===== src/rtl/riscv_mpsoc_pkg.sv =====
// Shared definitions for the riscv_mpsoc core stages.
// Contents:
//   - major opcodes used to classify instructions (instr[6:0])
//   - INSTR_NOP: canonical "addi x0,x0,0" used to fill empty pipeline slots
//   - data-memory access size encodings (match func3[1:0] of loads/stores)
//   - CAUSE_* bit indices into the exception vector
package riscv_mpsoc_pkg;

   localparam logic [6:0] OPC_LOAD   = 7'b000_0011;
   localparam logic [6:0] OPC_STORE  = 7'b010_0011;
   localparam logic [6:0] OPC_OP_IMM = 7'b001_0011;
   localparam logic [6:0] OPC_OP     = 7'b011_0011;

   localparam logic [31:0] INSTR_NOP = 32'h0000_0013;

   localparam logic [2:0] BYTE  = 3'b000;
   localparam logic [2:0] HWORD = 3'b001;
   localparam logic [2:0] WORD  = 3'b010;
   localparam logic [2:0] DWORD = 3'b011;

   localparam int CAUSE_MISALIGNED_INSTRUCTION   = 0;
   localparam int CAUSE_INSTRUCTION_ACCESS_FAULT = 1;
   localparam int CAUSE_ILLEGAL_INSTRUCTION      = 2;
   localparam int CAUSE_BREAKPOINT               = 3;
   localparam int CAUSE_MISALIGNED_LOAD          = 4;
   localparam int CAUSE_LOAD_ACCESS_FAULT        = 5;
   localparam int CAUSE_MISALIGNED_STORE         = 6;
   localparam int CAUSE_STORE_ACCESS_FAULT       = 7;
   localparam int CAUSE_UMODE_ECALL              = 8;
   localparam int CAUSE_SMODE_ECALL              = 9;
   localparam int CAUSE_HMODE_ECALL              = 10;
   localparam int CAUSE_MMODE_ECALL              = 11;

endpackage


===== src/rtl/riscv_mem.sv =====
// riscv_mem: memory-access pipeline stage between execute and write-back.
// Registers the EX results onto the mem_* bus consumed by write-back and
// issues a single one-cycle data-memory request per valid load/store.
// Ports:
//   clk_i, rst_ni           clock, asynchronous active-low reset
//   mem_stall_o             stall to EX and earlier (mirrors wb_stall_i)
//   wb_stall_i              write-back is waiting on memory
//   wb_exception_i/bubble_i state of the write-back slot (flush source)
//   ex_*                    results from the execute stage
//   mem_*                   registered stage outputs to write-back
//   dmem_*                  data-memory request (req strobe, we, address,
//                           size, size-replicated store data)
module riscv_mem
   import riscv_mpsoc_pkg::*;
#(
   parameter int               XLEN           = 64,
   parameter int               ILEN           = 64,
   parameter int               EXCEPTION_SIZE = 16,
   parameter logic [XLEN-1:0]  PC_INIT        = 'h8000_0000
)(
   input  logic                      clk_i,
   input  logic                      rst_ni,
   output logic                      mem_stall_o,
   input  logic                      wb_stall_i,
   input  logic [EXCEPTION_SIZE-1:0] wb_exception_i,
   input  logic                      wb_bubble_i,
   input  logic [XLEN-1:0]           ex_pc_i,
   input  logic [ILEN-1:0]           ex_instr_i,
   input  logic                      ex_bubble_i,
   input  logic [EXCEPTION_SIZE-1:0] ex_exception_i,
   input  logic [XLEN-1:0]           ex_r_i,
   input  logic [XLEN-1:0]           ex_memadr_i,
   input  logic [XLEN-1:0]           ex_opB_i,
   output logic [XLEN-1:0]           mem_pc_o,
   output logic [ILEN-1:0]           mem_instr_o,
   output logic                      mem_bubble_o,
   output logic [EXCEPTION_SIZE-1:0] mem_exception_o,
   output logic [XLEN-1:0]           mem_r_o,
   output logic [XLEN-1:0]           mem_memadr_o,
   output logic                      dmem_req_o,
   output logic                      dmem_we_o,
   output logic [XLEN-1:0]           dmem_adr_o,
   output logic [2:0]                dmem_size_o,
   output logic [XLEN-1:0]           dmem_d_o
);

   // Store data is replicated across the bus so the memory can pick the
   // lane by address without a shifter. With XLEN=32 the word case is
   // naturally a single copy.
   function automatic logic [XLEN-1:0] store_data(input logic [XLEN-1:0] d,
                                                  input logic [1:0]      sz);
      logic [XLEN-1:0] res;
      res = d;
      case (sz)
         2'b00:   for (int i = 0; i < XLEN/8;  i++) res[i*8  +: 8]  = d[7:0];
         2'b01:   for (int i = 0; i < XLEN/16; i++) res[i*16 +: 16] = d[15:0];
         2'b10:   for (int i = 0; i < XLEN/32; i++) res[i*32 +: 32] = d[31:0];
         default: res = d;
      endcase
      return res;
   endfunction

   logic [XLEN-1:0]           pc_q, pc_d;
   logic [ILEN-1:0]           instr_q, instr_d;
   logic                      bubble_q, bubble_d;
   logic [EXCEPTION_SIZE-1:0] exc_q, exc_d;
   logic [XLEN-1:0]           r_q, r_d;
   logic [XLEN-1:0]           memadr_q, memadr_d;
   logic                      req_q, req_d;
   logic                      we_q, we_d;
   logic [XLEN-1:0]           dadr_q, dadr_d;
   logic [2:0]                size_q, size_d;
   logic [XLEN-1:0]           dd_q, dd_d;

   logic [6:0] opcode;
   logic [2:0] func3;
   logic       flush;
   logic       is_mem_op;
   logic       issue;

   assign opcode    = ex_instr_i[6:0];
   assign func3     = ex_instr_i[14:12];
   assign is_mem_op = (opcode == OPC_LOAD) || (opcode == OPC_STORE);
   assign issue     = ~ex_bubble_i & ~(|ex_exception_i) & is_mem_op;

   // An older instruction with an exception, either already in WB or
   // sitting in this stage, kills whatever EX hands over.
   assign flush = ((|wb_exception_i) & ~wb_bubble_i) |
                  ((|exc_q) & ~bubble_q);

   assign mem_stall_o = wb_stall_i;

   always_comb begin
      pc_d     = pc_q;
      instr_d  = instr_q;
      bubble_d = bubble_q;
      exc_d    = exc_q;
      r_d      = r_q;
      memadr_d = memadr_q;
      req_d    = 1'b0;   // strobe lasts exactly one cycle
      we_d     = we_q;
      dadr_d   = dadr_q;
      size_d   = size_q;
      dd_d     = dd_q;

      if (flush) begin
         // Flush wins over stall: the held instruction is discarded anyway.
         pc_d     = ex_pc_i;
         instr_d  = ex_instr_i;
         bubble_d = 1'b1;
         exc_d    = '0;
         r_d      = ex_r_i;
         memadr_d = ex_memadr_i;
      end else if (!wb_stall_i) begin
         pc_d     = ex_pc_i;
         instr_d  = ex_instr_i;
         bubble_d = ex_bubble_i;
         exc_d    = ex_exception_i;
         r_d      = ex_r_i;
         memadr_d = ex_memadr_i;
         if (issue) begin
            req_d  = 1'b1;
            we_d   = (opcode == OPC_STORE);
            dadr_d = ex_memadr_i;
            size_d = {1'b0, func3[1:0]};
            dd_d   = (opcode == OPC_STORE) ? store_data(ex_opB_i, func3[1:0])
                                           : ex_opB_i;
         end
      end
   end

   always_ff @(posedge clk_i or negedge rst_ni) begin
      if (!rst_ni) begin
         pc_q     <= PC_INIT;
         instr_q  <= ILEN'(INSTR_NOP);
         bubble_q <= 1'b1;
         exc_q    <= '0;
         r_q      <= '0;
         memadr_q <= '0;
         req_q    <= 1'b0;
         we_q     <= 1'b0;
         dadr_q   <= '0;
         size_q   <= '0;
         dd_q     <= '0;
      end else begin
         pc_q     <= pc_d;
         instr_q  <= instr_d;
         bubble_q <= bubble_d;
         exc_q    <= exc_d;
         r_q      <= r_d;
         memadr_q <= memadr_d;
         req_q    <= req_d;
         we_q     <= we_d;
         dadr_q   <= dadr_d;
         size_q   <= size_d;
         dd_q     <= dd_d;
      end
   end

   assign mem_pc_o        = pc_q;
   assign mem_instr_o     = instr_q;
   assign mem_bubble_o    = bubble_q;
   assign mem_exception_o = exc_q;
   assign mem_r_o         = r_q;
   assign mem_memadr_o    = memadr_q;
   assign dmem_req_o      = req_q;
   assign dmem_we_o       = we_q;
   assign dmem_adr_o      = dadr_q;
   assign dmem_size_o     = size_q;
   assign dmem_d_o        = dd_q;

endmodule


===== config.mk =====
export PLATFORM = sky130hd
export DESIGN_NAME = riscv_mem
export DESIGN_NICKNAME = d
export VERILOG_FILES = /design/src/rtl/riscv_mpsoc_pkg.sv /design/src/rtl/riscv_mem.sv
export SDC_FILE = /design/constraint.sdc
export NUM_CORES = 1
export LEC_CHECK = 0
export BUFFER_PORTS_ARGS = -buffer_cell sky130_fd_sc_hd__buf_2
export CAP_MARGIN = 5
export CORE_AREA = 2 2 300 302
export CTS_CLUSTER_SIZE = 40
export DETAILED_ROUTE_END_ITERATION = 10
export DIE_AREA = 0 0 302 304
export HOLD_SLACK_MARGIN = 0.06
export PLACE_DENSITY = 0.35
export SYNTH_ARGS = -nofsm -noshare
export SYNTH_HDL_FRONTEND = slang
export SYNTH_SLANG_ARGS = --single-unit

===== constraint.sdc =====
create_clock -name clk_i -period 2.5 [get_ports clk_i]
set_input_delay 0.25 -clock clk_i [delete_from_list [all_inputs] [get_ports clk_i]]
set_output_delay 0.25 -clock clk_i [all_outputs]
set_load 0.005 [all_outputs]

==> flow_metrics.tcl, run 1 <==
set metrics [dict create \
    outcome "completed" \
    hpwl_mm 47.9 \
    grt_pass1_vias 14662 \
    n_antenna_cell 0 \
    rr_worst_depth 8 \
    slowest_delay_ns 0.53 \
    netlist_instances 1048 \
    cpMaxStageDelayCell "dlygate4sd3_1" \
    cp_data_required_time_ns 2.96 \
    fin_skew_ns 0.0281 \
    initial_core_util 0.181 \
    peakVddDrop_uv 496 \
    cp-start-kind "input port" \
    drtAntennaViolNets 0 \
    vias_per_cell 3.87 \
    grt_overflow 0 \
    synth_flop_cell "dfrtp_1" \
    drt_iter0_drc 350 \
    seq_area_frac_synth 0.629 \
    path_buf_inv 3 \
    routedWlPerCell_um 18.4 \
    synth_fp_nets 1405 \
    period_share 0.939 \
    via_count 13228 \
    port_buffers 762 \
    layout_common_cells "761 x buf_2, 400 x dfrtp_1, 333 x dlygate4sd3_1, 332 x mux2_2, 53 x mux2_1" \
    critPathArrivalTime_ns 2.81 \
    whs_ns 0.101 \
    numCtsBuffers 51 \
    area_growth_pct 67.6 \
    syn_area_um2 16100 \
    cap_viol_max_count 0 \
    r2r_slack_ns 0.18 \
    worstReg2RegStart "mem_exception_o[8]" \
    ys_warn_count 0 \
    htree_levels 2 \
    globalRouteTotalUtil 0.134 \
    mostFrequentLayoutCell "buf_2" \
    syn_avg_cell_area_um2 15.4 \
    fin_cells 3415 \
    drive_above_1_share 0.563 \
    slew_viol_final 0 \
    die_area_um2 91800 \
    rsz0062_at_grt "no" \
    root_buffer "clkbuf_16" \
    fin_crit_ns 2.35 \
    nNetsFinal 2555 \
    fmax_mhz 426 \
    postCtsSetupBuffers 0 \
    cts_tree "done" \
    place.gp.congestion 0.753 \
    hold_path.class "input port to flip-flop" \
    clock_latency_ns 0.60 \
    pin_count 764 \
    hold_viol 0 \
    ys_ff_latch 405 \
    grt_pass1_wl_mm 93.2 \
    clkTransAtPathRegs_ns 0.06 \
    drc 0 \
    hold_depth 3 \
    critPathKind "input port to flip-flop" \
    holdPathEnd "dmem_d_o[23]" \
    r2r-end "dmem_adr_o[13]" \
    async_flop_share 1.00 \
    min_from "ex_opB_i[23]" \
    crit_path_end_kind "flip-flop" \
    worstMarginPinSlew_ns 0.831 \
    fp.coreArea_um2 89000 \
    grt_max_degree 75 \
    drtPass1Iterations 4 \
    crit_path_cell_trace "dlygate4sd3_1 > buf_2 > nand4bb_1 > or3_1 > nor3_4 > nand2_8 > buf_12 > mux2_1" \
    cts_buffer_depth 3 \
    routed_wl_mm 62.7 \
    clock-sinks 405 \
    dp.cells 2988 \
    cp_max_fo 37 \
    rows 110 \
    ys_types 37 \
    synth_enable_flop_cells 0 \
    fp.dieW_um 302 \
    finalSetupViolCount 0 \
    leakagePower_uw 0.0131 \
    p_per_area_nw_per_um2 636 \
    critical_path.top_delay_family "simple AND/OR/NAND/NOR gates" \
    antenna_found_initial 1 \
    relSlewSlack 0.439 \
    crit_cells 8 \
    die_h_um 304 \
]
metrics by stage:
step                      power [µW]  area, µm²  setup TNS (ns)   util  setup WS [ns]
after floorplan                 7890      16100               0      -          0.352
final                          17200      27000               0  0.303          0.151
after detailed placement        9120      21900           -3.40  0.245        -0.0686
after CTS                      17600      27000               0  0.303         0.0589
after global routing           18100      27000               0  0.303         0.0268
after global placement          9100      21900           -5.32  0.245        -0.0774
final cells by class:
cell class | instances | area (µm²)
Fill cell | 9159 | 62000
Sequential cell | 405 | 10100
Timing Repair Buffer | 1162 | 7940
Multi-Input combinational cell | 553 | 5560
Tap cell | 1176 | 1470
Clock buffer | 80 | 1600
Inverter | 25 | 93.8
Clock inverter | 14 | 204
metal layers:
| layer | GRT usage | routed length, µm | vias up | share of wire |
|---|---|---|---|---|
| met2 | 0.237 | 31300 | 510 | 0.50 |
| met4 | 0.0452 | 2070 | 0 | 0.033 |
| met3 | 0.0394 | 4700 | 104 | 0.075 |
| met5 | 0 | 0 | - | 0 |
| met1 | 0.151 | 24700 | 6529 | 0.39 |
| li1 | - | - | 6085 | - |
worst max path at each step:
stage,startpoint,end,slack [ns]
2_1_floorplan,ex_instr_i[2],dmem_d_o[22],0.35
3_3_place_gp,wb_exception_i[4],dmem_adr_o[13],-0.08
3_5_place_dp,wb_exception_i[4],dmem_adr_o[20],-0.07
4_1_cts,mem_exception_o[1],dmem_adr_o[20],0.06
5_1_grt,mem_exception_o[8],mem_r_o[1],0.03
6_report,ex_instr_i[2],dmem_adr_o[13],0.15
worst min-delay path, cell delays in order:
cell and delay, ns:
buf_2 0.10, mux2i_1 0.12, a31oi_1 0.18
synthesized netlist by cell type, types with 2 or more instances:
cell,count,area share
dfrtp_1,400,0.62
mux2_2,332,0.23
mux2_1,53,0.037
buf_2,38,0.012
o21ai_0,32,0.0099
inv_1,25,0.0058
nand2_1,18,0.0042
mux2i_1,17,0.011
a22o_1,16,0.0087
o2111ai_1,16,0.0087
clkbuf_1,15,0.0035
nor4_1,13,0.0050
nand3_1,9,0.0028
a221o_1,8,0.0050
a32o_1,8,0.0050
o211ai_1,8,0.0037
buf_6,7,0.0049
dfstp_2,5,0.0082
buf_4,3,0.0014
nor2_1,3,0.00070
a21oi_1,2,0.00062
a41oi_1,2,0.0011
buf_1,2,0.00047
nor3_2,2,0.0012
or3_1,2,0.00078
power by group:
part | switching [µW] | internal [µW] | leakage [µW]
logic | 928 | 1300 | 0.00732
clock network | 2990 | 4790 | 0.000889
registers | 201 | 6950 | 0.00492
cell families (layout without fill, tap and decap cells):
family,Yosys count,in the layout,synth area share
buffers and inverters,90,1281,0.0279
muxes,402,402,0.280
DFF,405,405,0.629
AOI/OAI and AO/OA,93,93,0.0431
and+or+nand+nor,57,57,0.0196
other,1,1,0.000233
flip-flops by register name, summed over array words and instances, names as in the netlist:
signal           cells
dmem_adr_o          64
mem_exception_o     16
mem_pc_o            64
dmem_we_o            1
dmem_d_o            64
mem_bubble_o         1
mem_instr_o         64
mem_memadr_o        64
dmem_req_o           1
mem_r_o             64
dmem_size_o          2
repair_timing:
action / 4_1_cts / 5_1_grt
gates resized for setup: 0 / 1
hold buffers: 333 / 0
hold endpoints to repair: 480 / 0
setup endpoints to repair: 0 / 50
Power figures use the tool's default switching activity.
==> run 2: changes to the inputs <==
--- a/config.mk
+++ b/config.mk
@@ -12,7 +12,7 @@
 export DETAILED_ROUTE_END_ITERATION = 10
 export DIE_AREA = 0 0 302 304
 export HOLD_SLACK_MARGIN = 0.06
-export PLACE_DENSITY = 0.35
+export PLACE_DENSITY = 0.5
 export SYNTH_ARGS = -nofsm -noshare
 export SYNTH_HDL_FRONTEND = slang
 export SYNTH_SLANG_ARGS = --single-unit
==> run 2 against run 1 <==
Sequential share of layout area is 0.15 points higher. Core utilization down 0.12 points. Die area stayed put. Cell count is 0.47% higher. First-iteration DRC count grew 10%. Clock skew is 0.014 ns lower. Clock-buffer cell count decreased by 12. Global-route usage is 0.39 points lower. Design area fell by 0.39%. Combinational power about the same. Total power decreased by 1.7%.
==> flow_metrics.tcl, run 2 (synthesis gave the netlist of run 1 again) <==
set metrics [dict create \
    initial_core_util 0.181 \
    grt_pass1_wl_mm 91.4 \
    power.switching_uw 3980 \
    mostFrequentLayoutCell "buf_2" \
    p_int_uw 12900 \
    pwr-share-comb 0.131 \
    crit_path_end_kind "flip-flop" \
    fp.dieW_um 302 \
    via_count 13408 \
    dp.cells 3016 \
    fin_area_um2 26900 \
    clock-sinks 405 \
    cp_max_fo 30 \
    hold_viol 0 \
    place.gp.congestion 0.824 \
    hpwl_mm 47.5 \
    placed_cell_area_um2 21900 \
    drtPass1Iterations 4 \
    drtAntennaViolNets 0 \
    critPathKind "flip-flop to flip-flop" \
    critical_path.most_common_cell "buf_12" \
    leakagePower_uw 0.0131 \
    totalNegativeSetupSlack_ns 0 \
    antenna_found_initial 6 \
    power.share.switching 0.236 \
    grt_pass1_vias 15115 \
    nNetsFinal 2571 \
    rsz0062_at_grt "no" \
    clkTransAtPathRegs_ns 0.06 \
    p_seq_frac 0.425 \
    drc 0 \
    worstMarginPinSlew_ns 0.601 \
    relSlewSlack 0.600 \
    p_per_area_nw_per_um2 627 \
    cts_tree "done" \
    critPathArrivalTime_ns 2.83 \
    die_h_um 304 \
    globalRouteTotalUtil 0.130 \
    routed_wl_mm 61.1 \
    multiInputGateArea_um2 5550 \
    drive_above_1_share 0.568 \
    pin_count 764 \
    crit_path_cell_trace "nor4_1 > a41oi_1 > nor2_1 > and2_4 > buf_12 > buf_12 > mux2_2" \
    rows 110 \
    layout_common_cells "761 x buf_2, 400 x dfrtp_1, 332 x mux2_2, 325 x dlygate4sd3_1, 84 x buf_4" \
    fin_cells 3431 \
    finalSetupViolCount 0 \
    layout_setup_ws_ns 0.130 \
    slew_viol_final 0 \
    root_buffer "clkbuf_16" \
    fill_cells 8954 \
    cpMaxStageDelayCell "dfrtp_1" \
    routedWlPerCell_um 17.8 \
    htree_levels 2 \
    outcome "completed" \
    cts_buffer_depth 3 \
    hold_path.class "input port to flip-flop" \
    clock_latency_ns 0.59 \
    regArea_um2 10100 \
    fp.coreArea_um2 89000 \
    grt_max_degree 71 \
    cp_data_required_time_ns 2.96 \
    period_share 0.948 \
    port_buffers 762 \
    fin_crit_ns 2.37 \
    grt_overflow 0 \
    die_area_um2 91800 \
    peakVddDrop_uv 465 \
    cp-start-kind "flip-flop" \
    area_growth_pct 66.9 \
    vias_per_cell 3.91 \
    numCtsBuffers 47 \
    slowest_delay_ns 0.40 \
    fin_skew_ns 0.0137 \
    dp_slack_ns -0.0904 \
    postCtsSetupBuffers 0 \
    drt_iter0_drc 386 \
    fmax_mhz 422 \
    pwr-share-clk 0.444 \
    cap_viol_max_count 0 \
]
==> run 2: cell types whose count changed in the layout (fill, tap and decap cells not counted), sizes merged <==
cell,previous run,this run
clkbuf,80,68
buf,829,857
bufinv,4,8
clkinvlp,0,2
inv,28,26
diode,0,2
dlygate4sd3,333,325
clkinv,7,9
==> run 2: layout make-up <==
cell class | instances | share of cell area
clock buffer | 68 | 0.0512
multi-input combinational | 553 | 0.206
sequential | 405 | 0.377
antenna | 2 | 0.000186
inverter | 25 | 0.00349
clock inverter | 20 | 0.0122
timing repair buffer | 1182 | 0.295
tap | 1176 | 0.0547
==> run 2: per-stage QoR <==
step	total power (µW)	util	hold slack, ns
floorplan	7890	-	-0.0456
global placement	9060	0.246	0.252
detailed placement	9100	0.246	0.254
CTS	17200	0.302	0.0622
global route	17700	0.302	0.0684
finish	16900	0.302	0.0895
==> run 2: routing by layer <==
metal,routed length (µm),share of wire,GRT usage
met5,7,0.00011,0
met4,2140,0.035,0.0475
met3,3790,0.062,0.0333
met2,31200,0.51,0.234
met1,24000,0.39,0.145
==> run 2: path summary, 6_finish.rpt <==
path                               endpoint                 from  cells after the start  slack, ns
hold / removal                  dmem_d_o[4]          ex_opB_i[4]                      2       0.09
hold reg to reg              dmem_adr_o[14]       dmem_adr_o[14]                      1       0.49
setup / recovery           mem_memadr_o[10]  mem_exception_o[10]                      7       0.13
setup reg to reg           mem_memadr_o[10]  mem_exception_o[10]                      7       0.13
min in group asynchronous    dmem_adr_o[56]               rst_ni                      2       0.23
max in group asynchronous      mem_bubble_o               rst_ni                      3       1.41
==> run 2: power by group through the flow <==
stage	Combinational, µW	Clock, µW	Sequential (µW)
6_report	2210	7500	7160
5_1_grt	2400	8040	7210
4_1_cts	2250	7770	7160
3_5_place_dp	1840	0	7270
3_3_place_gp	1800	0	7250
2_1_floorplan	607	0	7280
==> run 2: critical path: cells and delay by family, from the launching register on <==
kind | cells | cell delay [ns]
AOI/OAI and AO/OA | 1 | 0.22
buffers and inverters | 2 | 0.41
DFF | 1 | 0.40
and+or+nand+nor | 3 | 0.80
muxes | 1 | 0.36
==> run 2: repair_timing <==
action,in CTS,in global routing
gates resized for setup,0,0
hold buffers,325,0
hold endpoints to repair,521,0
